<file path="src/rtl/fsm_counter_launcher_pkg.sv">
// Shared definitions for the counter-engine launcher: state encoding and the
// default count width, which must match the engine's num_cnt port.
package fsm_counter_launcher_pkg;

  // Default width of the count value handed to the engine.
  localparam int unsigned CNT_W_DEF = 7;

  // Launcher control states.
  typedef enum logic [1:0] {
    ST_IDLE      = 2'd0,
    ST_LAUNCH    = 2'd1,
    ST_WAIT_DONE = 2'd2,
    ST_DONE      = 2'd3
  } state_e;

endpackage

</file>
<file path="src/rtl/fsm_counter_launcher_fifo.sv">
// Synchronous job FIFO for the launcher (DEPTH x WIDTH, DEPTH a power of 2).
// Ports:
//   clk, reset    clock and synchronous active-high reset
//   push, wr_data write request; ignored while full
//   pop           read request; ignored while empty
//   head          oldest entry (valid when !empty)
//   count         occupancy, registered
//   ready         registered !full
//   empty         registered empty flag
module fsm_counter_launcher_fifo #(
  parameter int unsigned WIDTH = 7,
  parameter int unsigned DEPTH = 4
) (
  input  logic                     clk,
  input  logic                     reset,
  input  logic                     push,
  input  logic                     pop,
  input  logic [WIDTH-1:0]         wr_data,
  output logic [WIDTH-1:0]         head,
  output logic [$clog2(DEPTH):0]   count,
  output logic                     ready,
  output logic                     empty
);

  localparam int unsigned AW = $clog2(DEPTH);
  localparam int unsigned CW = AW + 1;

  logic [WIDTH-1:0] mem [DEPTH];
  logic [AW-1:0]    wr_ptr;
  logic [AW-1:0]    rd_ptr;
  logic             do_push;
  logic             do_pop;
  logic [CW-1:0]    count_nxt;

  assign do_push   = push && ready;
  assign do_pop    = pop && !empty;
  assign count_nxt = count + CW'(do_push) - CW'(do_pop);
  assign head      = mem[rd_ptr];

  // Storage array needs no reset; only pointers and flags define validity.
  always_ff @(posedge clk) begin
    if (do_push) begin
      mem[wr_ptr] <= wr_data;
    end
  end

  // Pointers wrap naturally because DEPTH is a power of 2.
  always_ff @(posedge clk) begin
    if (reset) begin
      wr_ptr <= '0;
      rd_ptr <= '0;
      count  <= '0;
      ready  <= 1'b1;
      empty  <= 1'b1;
    end else begin
      if (do_push) wr_ptr <= wr_ptr + AW'(1);
      if (do_pop)  rd_ptr <= rd_ptr + AW'(1);
      count <= count_nxt;
      ready <= (count_nxt != CW'(DEPTH));
      empty <= (count_nxt == '0);
    end
  end

endmodule

</file>
<file path="src/rtl/fsm_counter_launcher.sv">
// Launcher for one counter engine: queues count jobs from a valid/ready port
// and launches them one at a time with a single-cycle o_run pulse, waiting for
// i_done before the job is counted complete. Zero-count jobs complete without
// touching the engine.
// Optional watchdog: define FSM_LAUNCH_TIMEOUT_EN to drop a job that sits in
// WAIT_DONE for TIMEOUT_CYC cycles (o_timeout pulses); otherwise o_timeout=0.
// Ports:
//   clk, reset          clock, synchronous active-high reset
//   i_req_valid         job request valid
//   i_req_num_cnt       job count value
//   o_req_ready         job FIFO not full
//   o_run               one-cycle launch pulse
//   o_num_cnt           count to engine, held from LAUNCH through WAIT_DONE
//   i_idle              engine idle
//   i_done              engine done, honoured only in WAIT_DONE
//   o_busy              launcher active or jobs queued
//   o_job_done          one-cycle pulse per completed job
//   o_jobs_done         wrapping completed-job counter
//   o_timeout           one-cycle watchdog expiry pulse
module fsm_counter_launcher
  import fsm_counter_launcher_pkg::*;
#(
  parameter int unsigned CNT_W       = CNT_W_DEF,
  parameter int unsigned DEPTH       = 4,
  parameter int unsigned JOBS_W      = 16,
  parameter int unsigned TIMEOUT_CYC = 1024
) (
  input  logic              clk,
  input  logic              reset,
  input  logic              i_req_valid,
  input  logic [CNT_W-1:0]  i_req_num_cnt,
  output logic              o_req_ready,
  output logic              o_run,
  output logic [CNT_W-1:0]  o_num_cnt,
  input  logic              i_idle,
  input  logic              i_done,
  output logic              o_busy,
  output logic              o_job_done,
  output logic [JOBS_W-1:0] o_jobs_done,
  output logic              o_timeout
);

  localparam int unsigned CW = $clog2(DEPTH) + 1;

  state_e             state;
  state_e             state_nxt;
  logic               push;
  logic               pop;
  logic [CNT_W-1:0]   head;
  logic [CW-1:0]      count;
  logic [CW-1:0]      count_nxt;
  logic               fifo_ready;
  logic               fifo_empty;
  logic               run_q;
  logic [CNT_W-1:0]   num_cnt_q;
  logic               job_done_q;
  logic [JOBS_W-1:0]  jobs_done_q;
  logic               busy_q;
  logic               expire;

`ifdef FSM_LAUNCH_TIMEOUT_EN
  localparam int unsigned WAIT_W = $clog2(TIMEOUT_CYC) + 1;
  logic [WAIT_W-1:0] wait_cnt;
  logic              timeout_q;
`endif

  assign push = i_req_valid && fifo_ready;

  fsm_counter_launcher_fifo #(
    .WIDTH (CNT_W),
    .DEPTH (DEPTH)
  ) u_launcher_fifo (
    .clk     (clk),
    .reset   (reset),
    .push    (push),
    .pop     (pop),
    .wr_data (i_req_num_cnt),
    .head    (head),
    .count   (count),
    .ready   (fifo_ready),
    .empty   (fifo_empty)
  );

  // Mirror of the FIFO occupancy update so o_busy can be registered.
  assign count_nxt = count + CW'(push) - CW'(pop);

  // Next-state and FIFO pop decode.
  always_comb begin
    state_nxt = state;
    pop       = 1'b0;
    expire    = 1'b0;
    case (state)
      ST_IDLE: begin
        if (!fifo_empty) begin
          if (head == '0) begin
            pop       = 1'b1;
            state_nxt = ST_DONE;
          end else if (i_idle) begin
            state_nxt = ST_LAUNCH;
          end
        end
      end
      ST_LAUNCH: begin
        pop       = 1'b1;
        state_nxt = ST_WAIT_DONE;
      end
      ST_WAIT_DONE: begin
        if (i_done) begin
          state_nxt = ST_DONE;
`ifdef FSM_LAUNCH_TIMEOUT_EN
        end else if (wait_cnt == WAIT_W'(TIMEOUT_CYC - 1)) begin
          expire    = 1'b1;
          state_nxt = ST_IDLE;
`endif
        end
      end
      ST_DONE: begin
        state_nxt = ST_IDLE;
      end
      default: begin
        state_nxt = ST_IDLE;
      end
    endcase
  end

  // State register and registered outputs, decoded from the next state.
  always_ff @(posedge clk) begin
    if (reset) begin
      state       <= ST_IDLE;
      run_q       <= 1'b0;
      num_cnt_q   <= '0;
      job_done_q  <= 1'b0;
      jobs_done_q <= '0;
      busy_q      <= 1'b0;
    end else begin
      state      <= state_nxt;
      run_q      <= (state_nxt == ST_LAUNCH);
      job_done_q <= (state_nxt == ST_DONE);
      busy_q     <= (state_nxt != ST_IDLE) || (count_nxt != '0);
      // Capture only on a real launch; zero-count jobs leave o_num_cnt alone.
      if (state_nxt == ST_LAUNCH) begin
        num_cnt_q <= head;
      end
      if (state_nxt == ST_DONE) begin
        jobs_done_q <= jobs_done_q + JOBS_W'(1);
      end
    end
  end

`ifdef FSM_LAUNCH_TIMEOUT_EN
  // Watchdog: counts WAIT_DONE cycles, restarting on every entry.
  always_ff @(posedge clk) begin
    if (reset) begin
      wait_cnt  <= '0;
      timeout_q <= 1'b0;
    end else begin
      timeout_q <= expire;
      if (state != ST_WAIT_DONE) begin
        wait_cnt <= '0;
      end else begin
        wait_cnt <= wait_cnt + WAIT_W'(1);
      end
    end
  end

  assign o_timeout = timeout_q;
`else
  // No watchdog hardware; the parameter only folds into a constant zero.
  assign o_timeout = expire && (TIMEOUT_CYC != 0);
`endif

  assign o_req_ready = fifo_ready;
  assign o_run       = run_q;
  assign o_num_cnt   = num_cnt_q;
  assign o_busy      = busy_q;
  assign o_job_done  = job_done_q;
  assign o_jobs_done = jobs_done_q;

endmodule

</file>
<file path="config.mk">
export PLATFORM = sky130hd
export DESIGN_NAME = fsm_counter_launcher
export DESIGN_NICKNAME = d
export VERILOG_FILES = /design/src/rtl/fsm_counter_launcher_pkg.sv /design/src/rtl/fsm_counter_launcher_fifo.sv /design/src/rtl/fsm_counter_launcher.sv
export SDC_FILE = /design/constraint.sdc
export NUM_CORES = 1
export LEC_CHECK = 0
export BUFFER_PORTS_ARGS = -buffer_cell sky130_fd_sc_hd__buf_2
export CORE_UTILIZATION = 55
export DETAILED_ROUTE_END_ITERATION = 12
export MAX_ROUTING_LAYER = met4
export PLACE_DENSITY = 0.81
export SLEW_MARGIN = 20
export SYNTH_ARGS = -nofsm -noshare
export SYNTH_HDL_FRONTEND = slang
export SYNTH_SLANG_ARGS = --single-unit
export TNS_END_PERCENT = 5
</file>
<file path="constraint.sdc">
create_clock -name clk -period 3.8 [get_ports clk]
set_input_delay 0.76 -clock clk [delete_from_list [all_inputs] [get_ports clk]]
set_output_delay 0.76 -clock clk [all_outputs]
set_load 0.02 [all_outputs]
</file>
==> reports/results.tsv <==
metric	value	unit
rrSetupSlack	480	ps
rows	26	
post_cts_buffers	0	
grt_pass1_wl	8100	um
synth_flop_cell	dfxtp_1	
vias_per_cell	5.44	
initial_utilization	57.0	%
clkTransAtPathRegs	80	ps
coreArea	5070	um2
ys_seq_elements	67	
power.density	726	nW/um2
final_cell_mix	dfxtp_1 (39), buf_2 (38), edfxtp_1 (28), nor2_1 (21), a21oi_1 (18)	
path_buf_inv	3	
dp.cells	344	
setup_viol	0	
syn_nets	272	
ioPinCount	40	
status	completed	
die_w	74.5	um
area_growth	15.2	%
postCtsHoldBufs	0	
ff2ff_path_depth	12	
cts_tree	yes	
grt_max_degree	38	
avgSynthCellArea	11.8	um2
clock_path_buffers	2	
critical_path_class	register to register	
synthesis.area	2890	um2
crit_chain	mux4_2, nor4_4, a21oi_1, inv_1, ha_1, inv_1, ha_1, inv_1, fa_1, xnor2_1, nor2_1, nor2_1	
reg2reg_to	u_launcher_fifo.empty	
synthCells	246	
layout.nets	311	
numCtsBuffers	9	
fin_crit	3320	ps
slowest_delay	610	ps
port_buffers	38	
skew	7.00	ps
cp.arrival	3560	ps
drive_gt1_share	22.8	%
antenna_found_initial	0	
fin_tns_setup	0	ps
rsz0062_at_grt	false	
clock-sinks	67	
instances_no_fill	360	
synth_edf_count	28	
timing.slew.headroom	45.8	%
crit_path_end_kind	register	
nFillCells	385	
drcViolationCount	0	
grt_use_total	20.9	%
tightest_slew	811	ps
yosysWarningCount	0	
wl_per_cell	14.0	um
drt-total-wl	5050	um
hold_depth	2	
critPathTopFamily	simple AND/OR/NAND/NOR gates	
mostFrequentLayoutCell	dfxtp_1	
crit_fanout	7	
dp_hpwl	3410	um
worstPathRequired	4030	ps
drt_iter0_drc	173	
hold_viol_final	0	
vias	1960	
cts_resized	0	
ant_nets	0	
cts_max_level	3	
die_y	74.5	um
grt_pass1_vias	1740	
num_antenna_cells	0	
fin_crit_sh	87.4	%
clk_latency	350	ps
root_buffer	clkbuf_8	
power.total	2.42	mW
hold_path.class	register to register	
drv_slew	0	
synth_cell_types	38	
critPathLaunchType	register	
overflow	0	
max_freq	301	MHz
cp_slowest_cell	mux4_2	
min_from	o_jobs_done[15]	
routabilityCongestion	0.759	
die_area	5550	um2
ys_seq_area_share	56.1	%
cap_violations	0	
ir_worst_vdd	450	uV
drt-pass1-iter-count	5	
ys_async_sr_fraction	0	%
cp_common_cell	inv_1	
p_leak	1.27	nW
hold_end	o_jobs_done[15]	
-- how the worst max path moves through the flow --
stage	depth (start not counted)	slack [ps]	from	endpoint
after floorplan	13	940	register	u_launcher_fifo.empty
after global placement	12	650	register	u_launcher_fifo.empty
after detailed placement	12	520	register	u_launcher_fifo.empty
after CTS	12	500	register	u_launcher_fifo.empty
after global routing	12	210	register	u_launcher_fifo.empty
final	12	480	register	u_launcher_fifo.empty
-- metal layers --
| metal | track usage, % | vias up | routed length, um |
|---|---|---|---|
| met1 | 29.7 | 942 | 2450 |
| met4 | 10.1 | 0 | 93 |
| li1 | - | 958 | - |
| met2 | 27.2 | 50 | 2230 |
| met3 | 6.23 | 10 | 274 |
| met5 | - | - | 0 |
-- metrics by stage --
step | worst slack (ps) | hold slack (ps) | cell area, um2 | utilization, %
4_1_cts | 500 | 494 | 3320 | 65.4
3_5_place_dp | 521 | 483 | 3110 | 61.4
5_1_grt | 206 | 516 | 3330 | 65.7
3_3_place_gp | 648 | 470 | 3110 | 61.4
6_report | 477 | 493 | 3330 | 65.7
2_1_floorplan | 943 | 460 | 2890 | -
-- report_power, final --
group	switching, mW	total, mW	internal (mW)
Clock	0.299	0.612	0.313
Combinational	0.466	0.827	0.361
Sequential	0.0888	0.982	0.893
-- layout make-up --
class	instances	area [um2]	area share, %
clock buffer	9	124	3.72
multi-input combinational	153	1170	35.0
inverter	16	60.1	1.80
timing repair buffer	38	190	5.71
tap	70	87.6	2.63
sequential	67	1620	48.7
clock inverter	7	82.6	2.48
-- synth_stat cells, drive strengths merged (2+ instances only) --
cell | number | area share, %
nand4 | 6 | 1.3
nand3 | 4 | 0.69
nor2b | 5 | 1.1
buf | 5 | 1.3
nand2b | 4 | 0.86
mux2i | 8 | 2.8
o21ai | 11 | 1.9
inv | 16 | 2.1
nor2 | 21 | 2.7
nand2 | 10 | 1.3
xnor2 | 4 | 1.2
fa | 2 | 1.4
mux4 | 7 | 5.4
xor2 | 2 | 0.61
o22ai | 2 | 0.43
ha | 12 | 5.2
and3 | 4 | 0.86
dfxtp | 39 | 27
nor4 | 3 | 1.7
or4 | 4 | 1.0
o31ai | 4 | 1.0
edfxtp | 28 | 29
or3 | 11 | 2.4
and2 | 3 | 0.65
clkbuf | 5 | 0.65
a21oi | 18 | 3.1
-- worst reg2reg max path, cell delays in order (launching register included) --
cell	delay, ps
dfxtp_1	600
mux4_2	620
nor4_4	460
a21oi_1	210
inv_1	90
ha_1	220
inv_1	60
ha_1	130
inv_1	50
fa_1	370
xnor2_1	140
nor2_1	200
nor2_1	80
-- kinds of logic (layout without fill, tap and decap cells) --
group           Yosys count  in the layout  share of synthesized area [%]
simple gates             77             77                           15.0
flops                    67             67                           56.1
compound gates           40             40                           8.22
buf+inv                  26             70                           4.02
mux                      15             15                           8.22
fa+ha+maj                14             14                           6.57
xor+xnor                  6              6                           1.82
other cells               1              1                          0.130
-- sequential cells by signal, summed over array words and instances (netlist names), named ones only --
register	count
u_launcher_fifo.mem	28
o_jobs_done	16
o_num_cnt	7
u_launcher_fifo.count	3
state	2
u_launcher_fifo.rd_ptr	2
u_launcher_fifo.wr_ptr	2
o_busy	1
o_job_done	1
o_run	1
u_launcher_fifo.empty	1
u_launcher_fifo.ready	1
(Power assumes the default switching activity.)
